**src/rtl/bcd_sub_display_scan_pkg.sv**
```systemverilog
// Shared constants and types for the BCD subtractor display scanner.
// Segment patterns are {g,f,e,d,c,b,a}, active-low; anodes are active-low.
package bcd_disp_pkg;

  localparam logic [6:0] SEG_0     = 7'b1000000;
  localparam logic [6:0] SEG_1     = 7'b1111001;
  localparam logic [6:0] SEG_2     = 7'b0100100;
  localparam logic [6:0] SEG_3     = 7'b0110000;
  localparam logic [6:0] SEG_4     = 7'b0011001;
  localparam logic [6:0] SEG_5     = 7'b0010010;
  localparam logic [6:0] SEG_6     = 7'b0000010;
  localparam logic [6:0] SEG_7     = 7'b1111000;
  localparam logic [6:0] SEG_8     = 7'b0000000;
  localparam logic [6:0] SEG_9     = 7'b0010000;
  localparam logic [6:0] SEG_MINUS = 7'b0111111;
  localparam logic [6:0] SEG_BLANK = 7'b1111111;
  localparam logic [6:0] SEG_E     = 7'b0000110;

  localparam logic [3:0] AN_OFF = 4'b1111;
  localparam logic [3:0] AN_D0  = 4'b1110;
  localparam logic [3:0] AN_D1  = 4'b1101;
  localparam logic [3:0] AN_D2  = 4'b1011;
  localparam logic [3:0] AN_D3  = 4'b0111;

  typedef struct packed {
    logic [3:0] a;
    logic [3:0] b;
    logic [3:0] diff;
    logic       neg;
  } result_t;

endpackage

```
**src/rtl/bcd_sub_display_scan_if.sv**
```systemverilog
// Valid/ready result channel from the BCD subtractor into the display scanner.
interface bcd_sub_display_scan_if;
  logic       in_valid;
  logic       in_ready;
  logic [3:0] a;
  logic [3:0] b;
  logic [3:0] diff;
  logic       neg;

  modport master (output in_valid, a, b, diff, neg, input in_ready);
  modport slave  (input in_valid, a, b, diff, neg, output in_ready);
endinterface

```
**src/rtl/bcd_sub_display_scan_bcd_to_seg.sv**
```systemverilog
// Combinational BCD digit to active-low seven-segment decoder.
// Non-BCD codes (10..15) render as 'E'.
module bcd_to_seg
  import bcd_disp_pkg::*;
(
  input  logic [3:0] digit,
  output logic [6:0] seg
);
  always_comb begin
    seg = SEG_E;
    case (digit)
      4'd0: seg = SEG_0;
      4'd1: seg = SEG_1;
      4'd2: seg = SEG_2;
      4'd3: seg = SEG_3;
      4'd4: seg = SEG_4;
      4'd5: seg = SEG_5;
      4'd6: seg = SEG_6;
      4'd7: seg = SEG_7;
      4'd8: seg = SEG_8;
      4'd9: seg = SEG_9;
      default: seg = SEG_E;
    endcase
  end
endmodule

```
**src/rtl/bcd_sub_display_scan.sv**
```systemverilog
// Accepts BCD subtraction results and scans them onto a 4-digit common-anode
// display; new results are swapped in only at frame boundaries.
module bcd_sub_display_scan
  import bcd_disp_pkg::*;
#(
  parameter int unsigned CLK_DIV = 100000
) (
  input  logic                    clk,
  input  logic                    rst_n,
  bcd_sub_display_scan_if.slave   up,
  output logic [6:0]              seg,
  output logic                    dp,
  output logic [3:0]              an
);
  localparam int unsigned CW = $clog2(CLK_DIV);

  logic [CW-1:0] cnt;
  logic [1:0]    idx;
  logic [1:0]    nidx;
  logic          tick;
  logic          frame_boundary;
  logic          pend_valid;
  result_t       pend;
  result_t       disp;
  result_t       src;
  logic [3:0]    digit;
  logic [6:0]    dec_seg;
  logic [6:0]    seg_next;
  logic [3:0]    an_next;

  assign tick           = (cnt == CW'(CLK_DIV - 1));
  assign frame_boundary = tick && (idx == 2'd3);
  assign nidx           = idx + 2'd1;
  assign up.in_ready    = !pend_valid;
  assign dp             = 1'b1;

  // The swap and the idx0 output load share the boundary edge, so read the
  // incoming result directly to avoid showing one stale digit.
  assign src = (frame_boundary && pend_valid) ? pend : disp;

  always_comb begin
    digit   = src.diff;
    an_next = AN_D0;
    case (nidx)
      2'd0: begin digit = src.diff; an_next = AN_D0; end
      2'd1: begin digit = src.diff; an_next = AN_D1; end
      2'd2: begin digit = src.b;    an_next = AN_D2; end
      2'd3: begin digit = src.a;    an_next = AN_D3; end
      default: begin digit = src.diff; an_next = AN_D0; end
    endcase
  end

  bcd_to_seg u_dec (
    .digit (digit),
    .seg   (dec_seg)
  );

  always_comb begin
    seg_next = dec_seg;
    if (nidx == 2'd1) seg_next = src.neg ? SEG_MINUS : SEG_BLANK;
  end

  always_ff @(posedge clk or negedge rst_n) begin
    if (!rst_n) begin
      cnt        <= '0;
      idx        <= '0;
      an         <= AN_OFF;
      seg        <= SEG_BLANK;
      pend_valid <= 1'b0;
      pend       <= '0;
      disp       <= '0;
    end else begin
      cnt <= tick ? '0 : cnt + 1'b1;
      if (tick) begin
        idx <= nidx;
        an  <= an_next;
        seg <= seg_next;
      end
      // Capture and swap are mutually exclusive: a swap needs pend_valid=1,
      // which holds in_ready low.
      if (up.in_valid && !pend_valid) begin
        pend       <= '{a: up.a, b: up.b, diff: up.diff, neg: up.neg};
        pend_valid <= 1'b1;
      end else if (frame_boundary && pend_valid) begin
        disp       <= pend;
        pend_valid <= 1'b0;
      end
    end
  end

endmodule
```
**src/flat_wrapper.sv**
```systemverilog
// flat-port wrapper written by rule: the top's interface ports become plain ports
module bcd_sub_display_scan_flat import bcd_disp_pkg::*;
#(
  parameter int unsigned CLK_DIV = 100000
)
  (clk, rst_n, seg, dp, an, up_in_valid, up_a, up_b, up_diff, up_neg, up_in_ready);
  bcd_sub_display_scan_if up_i ();
  input  logic clk;
  input  logic rst_n;
  output logic [6:0] seg;
  output logic dp;
  output logic [3:0] an;
  input wire logic [$bits(up_i.in_valid)-1:0] up_in_valid;
  input wire logic [$bits(up_i.a)-1:0] up_a;
  input wire logic [$bits(up_i.b)-1:0] up_b;
  input wire logic [$bits(up_i.diff)-1:0] up_diff;
  input wire logic [$bits(up_i.neg)-1:0] up_neg;
  output wire logic [$bits(up_i.in_ready)-1:0] up_in_ready;
  assign up_i.in_valid = up_in_valid;
  assign up_i.a = up_a;
  assign up_i.b = up_b;
  assign up_i.diff = up_diff;
  assign up_i.neg = up_neg;
  assign up_in_ready = up_i.in_ready;
  bcd_sub_display_scan #(.CLK_DIV(CLK_DIV)) u_core (.clk(clk), .rst_n(rst_n), .up(up_i), .seg(seg), .dp(dp), .an(an));
endmodule
```
**config.mk**
```make
export PLATFORM = sky130hd
export DESIGN_NAME = bcd_sub_display_scan_flat
export DESIGN_NICKNAME = d
export VERILOG_FILES = /design/src/rtl/bcd_sub_display_scan_pkg.sv /design/src/rtl/bcd_sub_display_scan_if.sv /design/src/rtl/bcd_sub_display_scan_bcd_to_seg.sv /design/src/rtl/bcd_sub_display_scan.sv /design/src/flat_wrapper.sv
export SDC_FILE = /design/constraint.sdc
export NUM_CORES = 1
export LEC_CHECK = 0
export ABC_AREA = 0
export BUFFER_PORTS_ARGS = -buffer_cell sky130_fd_sc_hd__buf_2
export CORE_MARGIN = 3
export CORE_UTILIZATION = 33
export DETAILED_ROUTE_END_ITERATION = 12
export GPL_TIMING_DRIVEN = 0
export SETUP_SLACK_MARGIN = 0.5
export SYNTH_ARGS = -nofsm -noshare
export SYNTH_HDL_FRONTEND = slang
export SYNTH_SLANG_ARGS = --single-unit
```
**constraint.sdc**
```tcl
create_clock -name clk -period 2.9 [get_ports clk]
set_input_delay 0.58 -clock clk [delete_from_list [all_inputs] [get_ports clk]]
set_output_delay 0.58 -clock clk [all_outputs]
set_load 0.01 [all_outputs]
```
==> results of run 1 <==
-- timing repair --
action / in CTS / in global routing
resized for setup: 7 / 6
endpoints found under the setup margin: 15 / 13
pin swaps: 7 / 7
buffers inserted: 17 / 1
endpoints found under the hold margin: 0 / 0
gates cloned: 0 / 0
-- how the worst min path moves through the flow --
stage,start,endpoint
finish,rst_n,u_core.cnt[8]$_DFF_PN0_
global placement,u_core.an[2]$_DFFE_PN1N_,u_core.an[2]$_DFFE_PN1N_
global route,rst_n,u_core.cnt[7]$_DFF_PN0_
floorplan,rst_n,asynchronous set/reset pin
CTS,up_b[2],u_core.pend[7]$_DFFE_PN0P_
detailed placement,u_core.an[2]$_DFFE_PN1N_,u_core.an[2]$_DFFE_PN1N_
-- cell type report --
cell class                 instances  share of cell area [%]
sequential                        57                   40.92
multi-input combinational        156                   39.39
timing repair buffer              45                   7.736
clock buffer                      13                   5.075
tap                              102                   3.620
buffer                             9                   1.526
clock inverter                     2                  0.9936
inverter                           7                  0.7452
-- power by group --
part           internal, W  switching, W  leakage, nW
logic            0.0000237     0.0000221        0.805
registers         0.000817     0.0000114        0.713
clock network     0.000484      0.000307        0.112
total              0.00133      0.000340         1.63
-- registers in the layout, indices dropped and copies added, names as in the netlist, named ones only --
signal,count
u_core.cnt,17
u_core.pend,13
u_core.disp,12
u_core.seg,7
u_core.an,4
u_core.idx,2
u_core.pend_valid,1
-- synth_stat cells, types with 2 or more instances --
cell | n | share of area (%)
dfrtp_1 | 46 | 41
mux2_2 | 20 | 8.0
nand2_1 | 14 | 1.9
nor2_1 | 14 | 1.9
ha_1 | 13 | 5.8
nand3_1 | 12 | 2.1
dfstp_2 | 11 | 10
o21ai_0 | 8 | 1.4
xor2_1 | 8 | 2.5
inv_1 | 7 | 0.94
xnor2_1 | 7 | 2.2
and2_1 | 6 | 1.3
a21oi_1 | 4 | 0.72
clkbuf_1 | 4 | 0.54
nand4_1 | 4 | 0.89
o21ai_1 | 4 | 0.72
and4_1 | 3 | 0.94
mux2i_1 | 3 | 1.1
o21a_1 | 3 | 0.80
a22o_1 | 2 | 0.63
and3_1 | 2 | 0.45
buf_2 | 2 | 0.36
mux2_4 | 2 | 1.1
nor4b_4 | 2 | 1.7
o22a_1 | 2 | 0.63
-- worst register-to-register path, cell delays in order, from the launching register on --
cell and delay, ns:
dfrtp_2 0.42, nor4b_4 0.36, nand4_4 0.18, nor2_4 0.16, buf_8 0.13, mux2_4 0.32, a221oi_4 0.37, inv_2 0.13
ha_4 0.29, mux2i_1 0.06, o21ai_1 0.13, o21a_1 0.13
-- stage by stage --
| stage | cell area, um2 | std cells | total power (W) |
|---|---|---|---|
| after floorplan | 2846 | 229 | 0.0008588 |
| after global placement | 3109 | 358 | 0.0008884 |
| after detailed placement | 3109 | 358 | 0.0008913 |
| after CTS | 3480 | 390 | 0.001699 |
| after global routing | 3526 | 391 | 0.001752 |
| final | 3526 | 391 | 0.001665 |
-- metal layers --
| metal | global-route usage (%) | routed length, um |
|---|---|---|
| met5 | 0 | 0 |
| met4 | 4.260 | 55 |
| met1 | 15.08 | 2388 |
| met3 | 6.143 | 266 |
| met2 | 20.05 | 2778 |
-- cell families after synthesis --
family | Yosys count | share of synthesized area [%]
other | 1 | 0.1340
AOI/OAI and AO/OA | 36 | 10.73
DFF | 57 | 51.45
buffers and inverters | 16 | 2.637
adders and majority gates | 13 | 5.811
muxes | 26 | 10.59
and+or+nand+nor | 65 | 13.95
xor gates and xnor gates | 15 | 4.694
==> run summary, run 1 <==
outcome -> finished clean
WS Path Type -> reg2reg
Core ar. -> 7968 um2
grt total ovfl -> 0
global-route wire length before repair -> 9522 um
leak pwr -> 1.629 nW
slowest stage delay, CP -> 0.42 ns
RR Startpoint -> u_core.cnt[12]$_DFF_PN0_
I/O pin total -> 29
drt pass-1 iters -> 4
final core occ -> 44.25%
RSZ-0062 raised after global routing -> yes
Hold Fails Final Rpt -> 0
async set-or-reset flop fraction in the synthesized netlist -> 100.0%
layout cell share with drive strength beyond 1 -> 43.94%
Hold Crit Class -> in2async
Top FF cell, synth -> dfrtp_1
Max Clk Rate -> 0.3648 GHz
vias -> 1837
worst skew pair latency -> 0.35 ns
Crit path depth -> 11
register area -> 1443 um2
Setup Viol. Count Final -> 0
setup_tns -> 0 ns
mapped cell area -> 2799 um2
Routed Wire Length -> 5488 um
CTS tree -> done
crit start category -> flop
Initial Utilization -> 35.13%
number of global-route vias before repair -> 1995
gr usage total -> 12.66%
Worst setup startpoint -> u_core.cnt[12]$_DFF_PN0_
Slew @ Worst Pin -> 0.7074 ns
sequential share of the synthesized area -> 51.45%
Worst EP required -> 3.19 ns
clk sinks -> 57
dpl hpwl -> 3771 um
Netlist cell types -> 51
Ys Warns -> 0
cell area power density -> 472.3 nW/um2
Antenna Violating Nets Remaining -> 0
worst setup margin -> 0.1591 ns
Post-Synthesis Cells -> 229
Max Slew Vio Count -> 0
antenna violations before repair -> 0
VDD IR max -> 0.2255 mV
most common cell after layout, fill and taps aside -> dfrtp_1
syn avg cell area -> 12.22 um2
final-stage net count -> 314
CTS buffer count -> 9
CTS Hold Bufs -> 0
Post-synth EDFFs -> 0
drt initial violations -> 47
Die Y -> 98.10 um
RR Endpoint -> u_core.seg[3]$_DFFE_PN1N_
Die Wd -> 98.10 um
clk buf depth -> 2
Critical Path End -> u_core.seg[3]$_DFFE_PN1N_
WL/cell -> 14.04 um
Arr. time, crit path -> 3.03 ns
Via density -> 4.698
most frequent cells in the layout -> dfrtp_1, buf_2, buf_4
RePlAce Congestion -> 0.8385
flop2flop setup slack -> 0.16 ns
Slew Limit Headroom -> 52.84%
worst-path cell chain -> nor4b_4 > nand4_4 > nor2_4 > buf_8 > mux2_4 > a221oi_4 > inv_2 > ha_4 > mux2i_1 > o21ai_1 > o21a_1
Max-Cap Viols -> 0
clk slew on worst S/H paths -> 0.06 ns
# port buffers -> 27
Crit. End Element -> flop
P&R area growth vs syn -> 25.97%
antenna fix cells -> 0
skew final -> 0.01200 ns
fillers -> 761
CP top delay family -> simple AND/OR/NAND/NOR gates
pre-CTS WS -> -0.01273 ns
H-tree depth -> 3
R2R cell count -> 11
drc violations -> 0
flops & latches, synth -> 57
Total Die Area -> 9623 um2
Row Count -> 32
crit path time final -> 2.741 ns
Multi-input gate area -> 1389 um2
largest net degree at the start of global routing -> 58
Hold Slack -> 0.2834 ns
Root Buffer -> clkbuf_8
CP bufs+invs -> 2
crit-path max FO -> 6
CP max-delay cell -> dfrtp_2
period utilization -> 94.51%
Syn Nets -> 258
No activity file was read; power rests on OpenSTA's default activity.
==> inputs of run 2 (changes only) <==
==> constraint.sdc (replaced) <==
create_clock -name clk -period 2.3 [get_ports clk]
set_input_delay 0.46 -clock clk [delete_from_list [all_inputs] [get_ports clk]]
set_output_delay 0.46 -clock clk [all_outputs]
set_load 0.01 [all_outputs]
==> run summary, run 2 (synthesized netlist as in run 1, its figures left out) <==
Setup Viol. Count Final -> 7 (+7)
most common cell after layout, fill and taps aside -> dfrtp_1
violated checks -> negative setup slack
worst setup margin -> -0.4713 ns (-0.6304 ns)
Initial Utilization -> 35.13% (unchanged)
VDD IR max -> 0.4147 mV (+84%)
Worst setup startpoint -> u_core.cnt[13]$_DFF_PN0_
Routed Wire Length -> 5474 um (-0.26%)
RR Endpoint -> u_core.seg[6]$_DFFE_PN1N_
Hold Crit Class -> in2async
clk buf depth -> 2 (unchanged)
leak pwr -> 1.630 nW (about the same)
clk slew on worst S/H paths -> 0.07 ns (about the same)
crit start category -> flop
drt initial violations -> 75 (+60%)
layout cell share with drive strength beyond 1 -> 44.56% (+0.61 points)
GR Util met2 -> 18.48% (-1.6 points)
outcome -> finished with violations
WL/cell -> 13.82 um (-1.5%)
Root Buffer -> clkbuf_8
max reg flops -> 17 (unchanged)
number of global-route vias before repair -> 1938 (-2.9%)
Core ar. -> 7968 um2 (unchanged)
Antenna Violating Nets Remaining -> 0 (unchanged)
RePlAce Congestion -> 0.8534 (+1.8%)
final-stage net count -> 318 (+1.3%)
period utilization -> 120.5% (+26 points)
dpl hpwl -> 3717 um (-1.4%)
Hold Slack -> 0.1863 ns (-0.09712 ns)
drt pass-1 iters -> 4 (unchanged)
clk sinks -> 57 (unchanged)
crit path time final -> 2.771 ns (+0.03041 ns)
RSZ-0062 raised after global routing -> yes
Crit. End Element -> flop
CTS buffer count -> 9 (unchanged)
cell area power density -> 535.0 nW/um2 (+13%)
CTS tree -> done
Via density -> 4.816 (+2.5%)
Total Die Area -> 9623 um2 (unchanged)
most frequent cells in the layout -> dfrtp_1, buf_2, buf_4
Die Wd -> 98.10 um (unchanged)
P&R area growth vs syn -> 26.60%
met1 Usage GRT -> 16.21% (+1.1 points)
gr usage total -> 12.27% (-0.39 points)
H-tree depth -> 3 (unchanged)
RR Startpoint -> u_core.cnt[13]$_DFF_PN0_
skew final -> 0.01171 ns (-0.0002915 ns)
flop2flop setup slack -> -0.47 ns (-0.63 ns)
global-route wire length before repair -> 9404 um (-1.2%)
Hold Fails Final Rpt -> 0 (unchanged)
antenna violations before repair -> 0 (unchanged)
total power -> 0.001896 W (+14%)
gr busiest metal -> met2
# port buffers -> 27 (unchanged)
drc violations -> 0 (unchanged)
register with the most flip-flops -> u_core.cnt
vias -> 1907 (+3.8%)
WS Path Type -> reg2reg
antenna fix cells -> 0 (unchanged)
grt total ovfl -> 0 (unchanged)
Max Clk Rate -> 0.3608 GHz (-1.1%)
crit-path max FO -> 8 (+2)
Max-Cap Viols -> 0 (unchanged)
Max Slew Vio Count -> 0 (unchanged)
R2R cell count -> 12 (+1)
Slew Limit Headroom -> 51.61% (-1.2 points)
Row Count -> 32 (unchanged)
CTS Hold Bufs -> 0 (unchanged)
Arr. time, crit path -> 3.03 ns (about the same)
Worst EP required -> 2.56 ns (-0.63 ns)
Critical Path End -> u_core.seg[6]$_DFFE_PN1N_
largest net degree at the start of global routing -> 58 (unchanged)
biggest regs -> u_core.cnt: 17 flops, u_core.pend: 13 flops, u_core.disp: 12 flops
Die Y -> 98.10 um (unchanged)
met3 Use GR -> 4.214% (-1.9 points)
Slew @ Worst Pin -> 0.7259 ns (+0.01853 ns)
worst skew pair latency -> 0.33 ns (-0.02 ns)
I/O pin total -> 29 (unchanged)
## run 2: report_power, final
| part | internal [W] | switching, W | leakage (nW) |
|---|---|---|---|
| combinational | 0.0000301 | 0.0000284 | 0.837 |
| sequential | 0.00103 | 0.0000146 | 0.711 |
| clock | 0.000421 | 0.000371 | 0.0817 |
## run 2: worst max-delay path: stages, from the launching register on
cell and delay [ns]:
dfrtp_1 0.41, nor4b_4 0.40, nand4_4 0.17, nor2_4 0.15, buf_8 0.15, mux2_4 0.31
a22o_4 0.23, mux2i_4 0.21, inv_2 0.07, ha_2 0.19, o21ai_2 0.17, o311ai_2 0.12
o21a_1 0.12
## run 2: how the worst min path moves through the flow
| stage | slack [ns] | cells after the start | from | end |
|---|---|---|---|---|
| 6_report | 0.19 | 1 | rst_n | u_core.cnt[2]$_DFF_PN0_ |
| 5_1_grt | 0.23 | 1 | rst_n | u_core.cnt[4]$_DFF_PN0_ |
| 4_1_cts | 0.34 | 2 | up_a[3] | u_core.pend[12]$_DFFE_PN0P_ |
| 3_5_place_dp | 0.48 | 2 | u_core.an[3]$_DFFE_PN1N_ | u_core.an[3]$_DFFE_PN1N_ |
| 3_3_place_gp | 0.47 | 2 | u_core.an[3]$_DFFE_PN1N_ | u_core.an[3]$_DFFE_PN1N_ |
| 2_1_floorplan | 0.16 | 0 | rst_n | asynchronous set/reset pin |
## run 2: cell type report
class,instances,area (um2)
timing repair buffer,49,310.3
buffer,9,83.83
multi-input combinational,156,1390
sequential,57,1444
clock inverter,1,5.005
inverter,7,26.28
tap,102,127.6
clock buffer,15,156.4
fill,758,4424
## run 2: metrics by stage
stage / setup slack (ns) / setup TNS, ns / util (%) / cell area [um2] / instances
after floorplan: -0.3132 / -2.036 / - / 2849 / 229
after global placement: -0.5851 / -3.806 / 39.05 / 3112 / 358
after detailed placement: -0.6290 / -4.096 / 39.05 / 3112 / 358
after CTS: -0.5033 / -3.259 / 43.37 / 3456 / 390
after global routing: -0.5834 / -3.898 / 44.47 / 3543 / 396
final: -0.4713 / -3.019 / 44.47 / 3543 / 396
## run 2: per-layer routing
| metal | vias up | part of all wire, % |
|---|---|---|
| met4 | 0 | 2.0 |
| met2 | 28 | 47 |
| met1 | 943 | 47 |
| met5 | - | 0 |
| li1 | 925 | - |
| met3 | 11 | 3.6 |
## run 2: what timing repair did
item / 4_1_cts / 5_1_grt
buffers inserted: 16 / 6
setup endpoints to repair: 24 / 24
endpoints found under the hold margin: 0 / 0
pin swaps: 11 / 10
resized for setup: 14 / 13
==> inputs of run 3 (changes only) <==
--- a/config.mk
+++ b/config.mk
@@ -5,8 +5,9 @@
 export SDC_FILE = /design/constraint.sdc
 export NUM_CORES = 1
 export LEC_CHECK = 0
-export ABC_AREA = 0
+export ABC_AREA = 1
 export BUFFER_PORTS_ARGS = -buffer_cell sky130_fd_sc_hd__buf_2
+export CAP_MARGIN = 40
 export CORE_MARGIN = 3
 export CORE_UTILIZATION = 33
 export DETAILED_ROUTE_END_ITERATION = 12
==> run summary, run 3 <==
period utilization -> 107.8% (-13 points)
Hold Slack -> 0.1196 ns (-0.06671 ns)
main area contributors after synthesis -> dfrtp_1, dfstp_2, inv_1
worst-path cell chain -> inv_2 > nand2_1 > nor2_1 > nand3_2 > nor2_4 > nand3_4 > buf_12 > nand2_2 > o21ai_4 > buf_4 > buf_4 > buf_4 > buf_4 > buf_4 > buf_4 > buf_4 > buf_4
worst setup margin -> -0.1788 ns (+0.2925 ns)
Core ar. -> 8464 um2 (+6.2%)
# port buffers -> 27 (unchanged)
Max Clk Rate -> 0.4034 GHz (+12%)
most common cell after layout, fill and taps aside -> inv_1
flops & latches, synth -> 57 (unchanged)
P&R area growth vs syn -> 38.31%
leak pwr -> 2.010 nW (+23%)
Antenna Violating Nets Remaining -> 0 (unchanged)
antenna fix cells -> 0 (unchanged)
worst skew pair latency -> 0.34 ns (about the same)
Root Buffer -> clkbuf_8
drt initial violations -> 76 (+1.3%)
most frequent cells in the layout -> inv_1, dfrtp_1, nand2_1
Hold Crit Class -> in2async
Post-Synthesis Cells -> 355 (+55%)
slowest stage delay, CP -> 0.43 ns (+0.02 ns)
CTS Hold Bufs -> 0 (unchanged)
sequential share of the synthesized area -> 48.50% (-2.9 points)
clk buf depth -> 2 (unchanged)
pre-CTS WS -> -0.4317 ns (+0.1972 ns)
crit start category -> flop
CP top delay family -> buffers and inverters
Arr. time, crit path -> 2.71 ns (-0.32 ns)
number of global-route vias before repair -> 2476 (+28%)
WS Path Type -> reg2reg
Via density -> 4.685 (-2.7%)
Setup Viol. Count Final -> 8 (+1)
RSZ-0062 raised after global routing -> yes
most frequent cells after synthesis -> inv_1, nand2_1, dfrtp_1
Slew @ Worst Pin -> 0.5830 ns (-0.1429 ns)
largest net degree at the start of global routing -> 34 (-41%)
CTS buffer count -> 9 (unchanged)
fillers -> 786 (+3.7%)
dpl hpwl -> 4478 um (+20%)
Ys Warns -> 0 (unchanged)
final core occ -> 48.51% (+4.0 points)
CTS tree -> done
VDD IR max -> 0.3294 mV (-21%)
Hold Fails Final Rpt -> 0 (unchanged)
RR Startpoint -> u_core.cnt[8]$_DFF_PN0_
H-tree depth -> 3 (unchanged)
crit-path max FO -> 8 (unchanged)
WL/cell -> 12.78 um (-7.5%)
Top FF cell, synth -> dfrtp_1
Initial Utilization -> 35.08% (-0.051 points)
RePlAce Congestion -> 0.7841 (-8.1%)
biggest regs -> u_core.cnt: 17 flops, u_core.pend: 13 flops, u_core.disp: 12 flops
global-route wire length before repair -> 11420 um (+21%)
register area -> 1440 um2 (-0.26%)
Max-Cap Viols -> 0 (unchanged)
Worst setup startpoint -> u_core.cnt[8]$_DFF_PN0_
CP bufs+invs -> 10 (+8)
Die Wd -> 100.9 um (+2.8%)
Die Y -> 100.9 um (+2.8%)
grt total ovfl -> 0 (unchanged)
Total Die Area -> 10170 um2 (+5.7%)
skew final -> 0.01476 ns (+0.003055 ns)
Post-synth EDFFs -> 0 (unchanged)
Row Count -> 33 (+3.1%)
max reg flops -> 17 (unchanged)
Worst EP required -> 2.53 ns (-0.03 ns)
clk sinks -> 57 (unchanged)
gr usage total -> 14.34% (+2.1 points)
violated checks -> negative setup slack
share of the synthesized area in the top cell type -> 38.77% (-2.4 points)
Crit. End Element -> flop
Max Slew Vio Count -> 0 (unchanged)
antenna violations before repair -> 0 (unchanged)
Syn Nets -> 384 (+49%)
async set-or-reset flop fraction in the synthesized netlist -> 100.0% (unchanged)
clk slew on worst S/H paths -> 0.07 ns (about the same)
mapped cell area -> 2969 um2 (+6.1%)
final-stage net count -> 461 (+45%)
layout cell share with drive strength beyond 1 -> 39.13% (-5.4 points)
syn avg cell area -> 8.364 um2 (-32%)
dominant cell type by area after synthesis -> dfrtp_1
drt pass-1 iters -> 4 (unchanged)
cell area power density -> 474.0 nW/um2 (-11%)
Netlist cell types -> 34 (-33%)
crit path time final -> 2.479 ns (-0.2925 ns)
outcome -> finished with violations
Routed Wire Length -> 6928 um (+27%)
CP max-delay cell -> dfrtp_1
Multi-input gate area -> 1536 um2 (+11%)
most common cell type on the critical path -> buf_4
Slew Limit Headroom -> 61.14% (+9.5 points)
vias -> 2539 (+33%)
register with the most flip-flops -> u_core.cnt
drc violations -> 0 (unchanged)
I/O pin total -> 29 (unchanged)
[run 3: cell types whose count changed in the layout (fill, tap and decap cells not counted), moves of 6 or more]
cell	change
inv_1	+48
nand2_1	+30
nor2_1	+18
a21oi_1	+15
mux2_2	-15
nand3_2	+11
buf_6	+9
nand2_2	+9
nand2_4	+9
nand4_1	+8
mux2_4	-7
xnor2_1	-7
nor2_4	+6
[run 3: cell families (layout without fill, tap and decap cells)]
| family | Yosys count | count (layout) | synth area share, % |
|---|---|---|---|
| buffers and inverters | 69 | 151 | 9.397 |
| other | 1 | 1 | 0.1263 |
| muxes | 1 | 1 | 0.3792 |
| and+or+nand+nor | 164 | 164 | 26.76 |
| DFF | 57 | 57 | 48.50 |
| xor gates and xnor gates | 4 | 4 | 1.180 |
| adders and majority gates | 13 | 13 | 5.478 |
| AOI/OAI and AO/OA | 46 | 46 | 8.175 |
[run 3: per-layer routing]
| metal | up-vias | track usage [%] | share of wire (%) |
|---|---|---|---|
| li1 | 1275 | - | - |
| met1 | 1207 | 17.65 | 45 |
| met2 | 45 | 23.59 | 50 |
| met3 | 12 | 3.945 | 3.8 |
| met4 | 0 | 6.010 | 1.6 |
| met5 | - | 0 | 0 |
[run 3: path summary, 6_finish.rpt]
path                                               to  cells after the start  slack (ns)
max                        u_core.disp[1]$_DFFE_PN0N_                     17       -0.18
min                         u_core.idx[1]$_DFFE_PN0N_                      1        0.12
max reg2reg                u_core.disp[1]$_DFFE_PN0N_                     17       -0.18
min reg2reg                 u_core.seg[1]$_DFFE_PN1N_                      2        0.47
max in group asynchronous    u_core.an[1]$_DFFE_PN1N_                      2        1.53
min in group clk           u_core.pend[3]$_DFFE_PN0P_                      2        0.35
[run 3: repair_timing]
action                                  in CTS  in global routing
endpoints found under the setup margin      21                 26
gates resized for setup                     58                 55
gates cloned                                 2                  0
setup buffers                               32                  4
pin swaps                                   27                 17
[run 3: through the flow]
step | area [um2] | TNS (ns) | cells | power, W
finish | 4106 | -1.015 | 542 | 0.001946
global route | 4106 | -2.037 | 542 | 0.002037
CTS | 3896 | -0.6342 | 538 | 0.001973
detailed placement | 3266 | -1.654 | 488 | 0.001128
global placement | 3246 | -1.417 | 487 | 0.001121
floorplan | 2979 | -0.02075 | 355 | 0.001081
[run 3: worst reg2reg max path: cells and delay by family (launching register included)]
kind                   cells  cell delay (ns)
buffers and inverters     10             1.22
AND/OR/NAND/NOR            6             0.68
AO/OA/AOI/OAI              1             0.06
flip-flops                 1             0.43
[run 3: area by class of cell]
cell class / count / area share [%]
Buffer: 9 / 2.133
Tap cell: 105 / 3.199
Clock buffer: 13 / 3.870
Timing Repair Buffer: 66 / 12.28
Sequential cell: 57 / 35.07
Multi-Input combinational cell: 229 / 37.42
Clock inverter: 3 / 0.3656
Inverter: 60 / 5.667
[run 3: report_power, final]
group / leakage, nW / switching (W) / internal, W
clock: 0.0932 / 0.000392 / 0.000445
combinational: 1.22 / 0.0000463 / 0.0000256
sequential: 0.694 / 0.00000715 / 0.00103
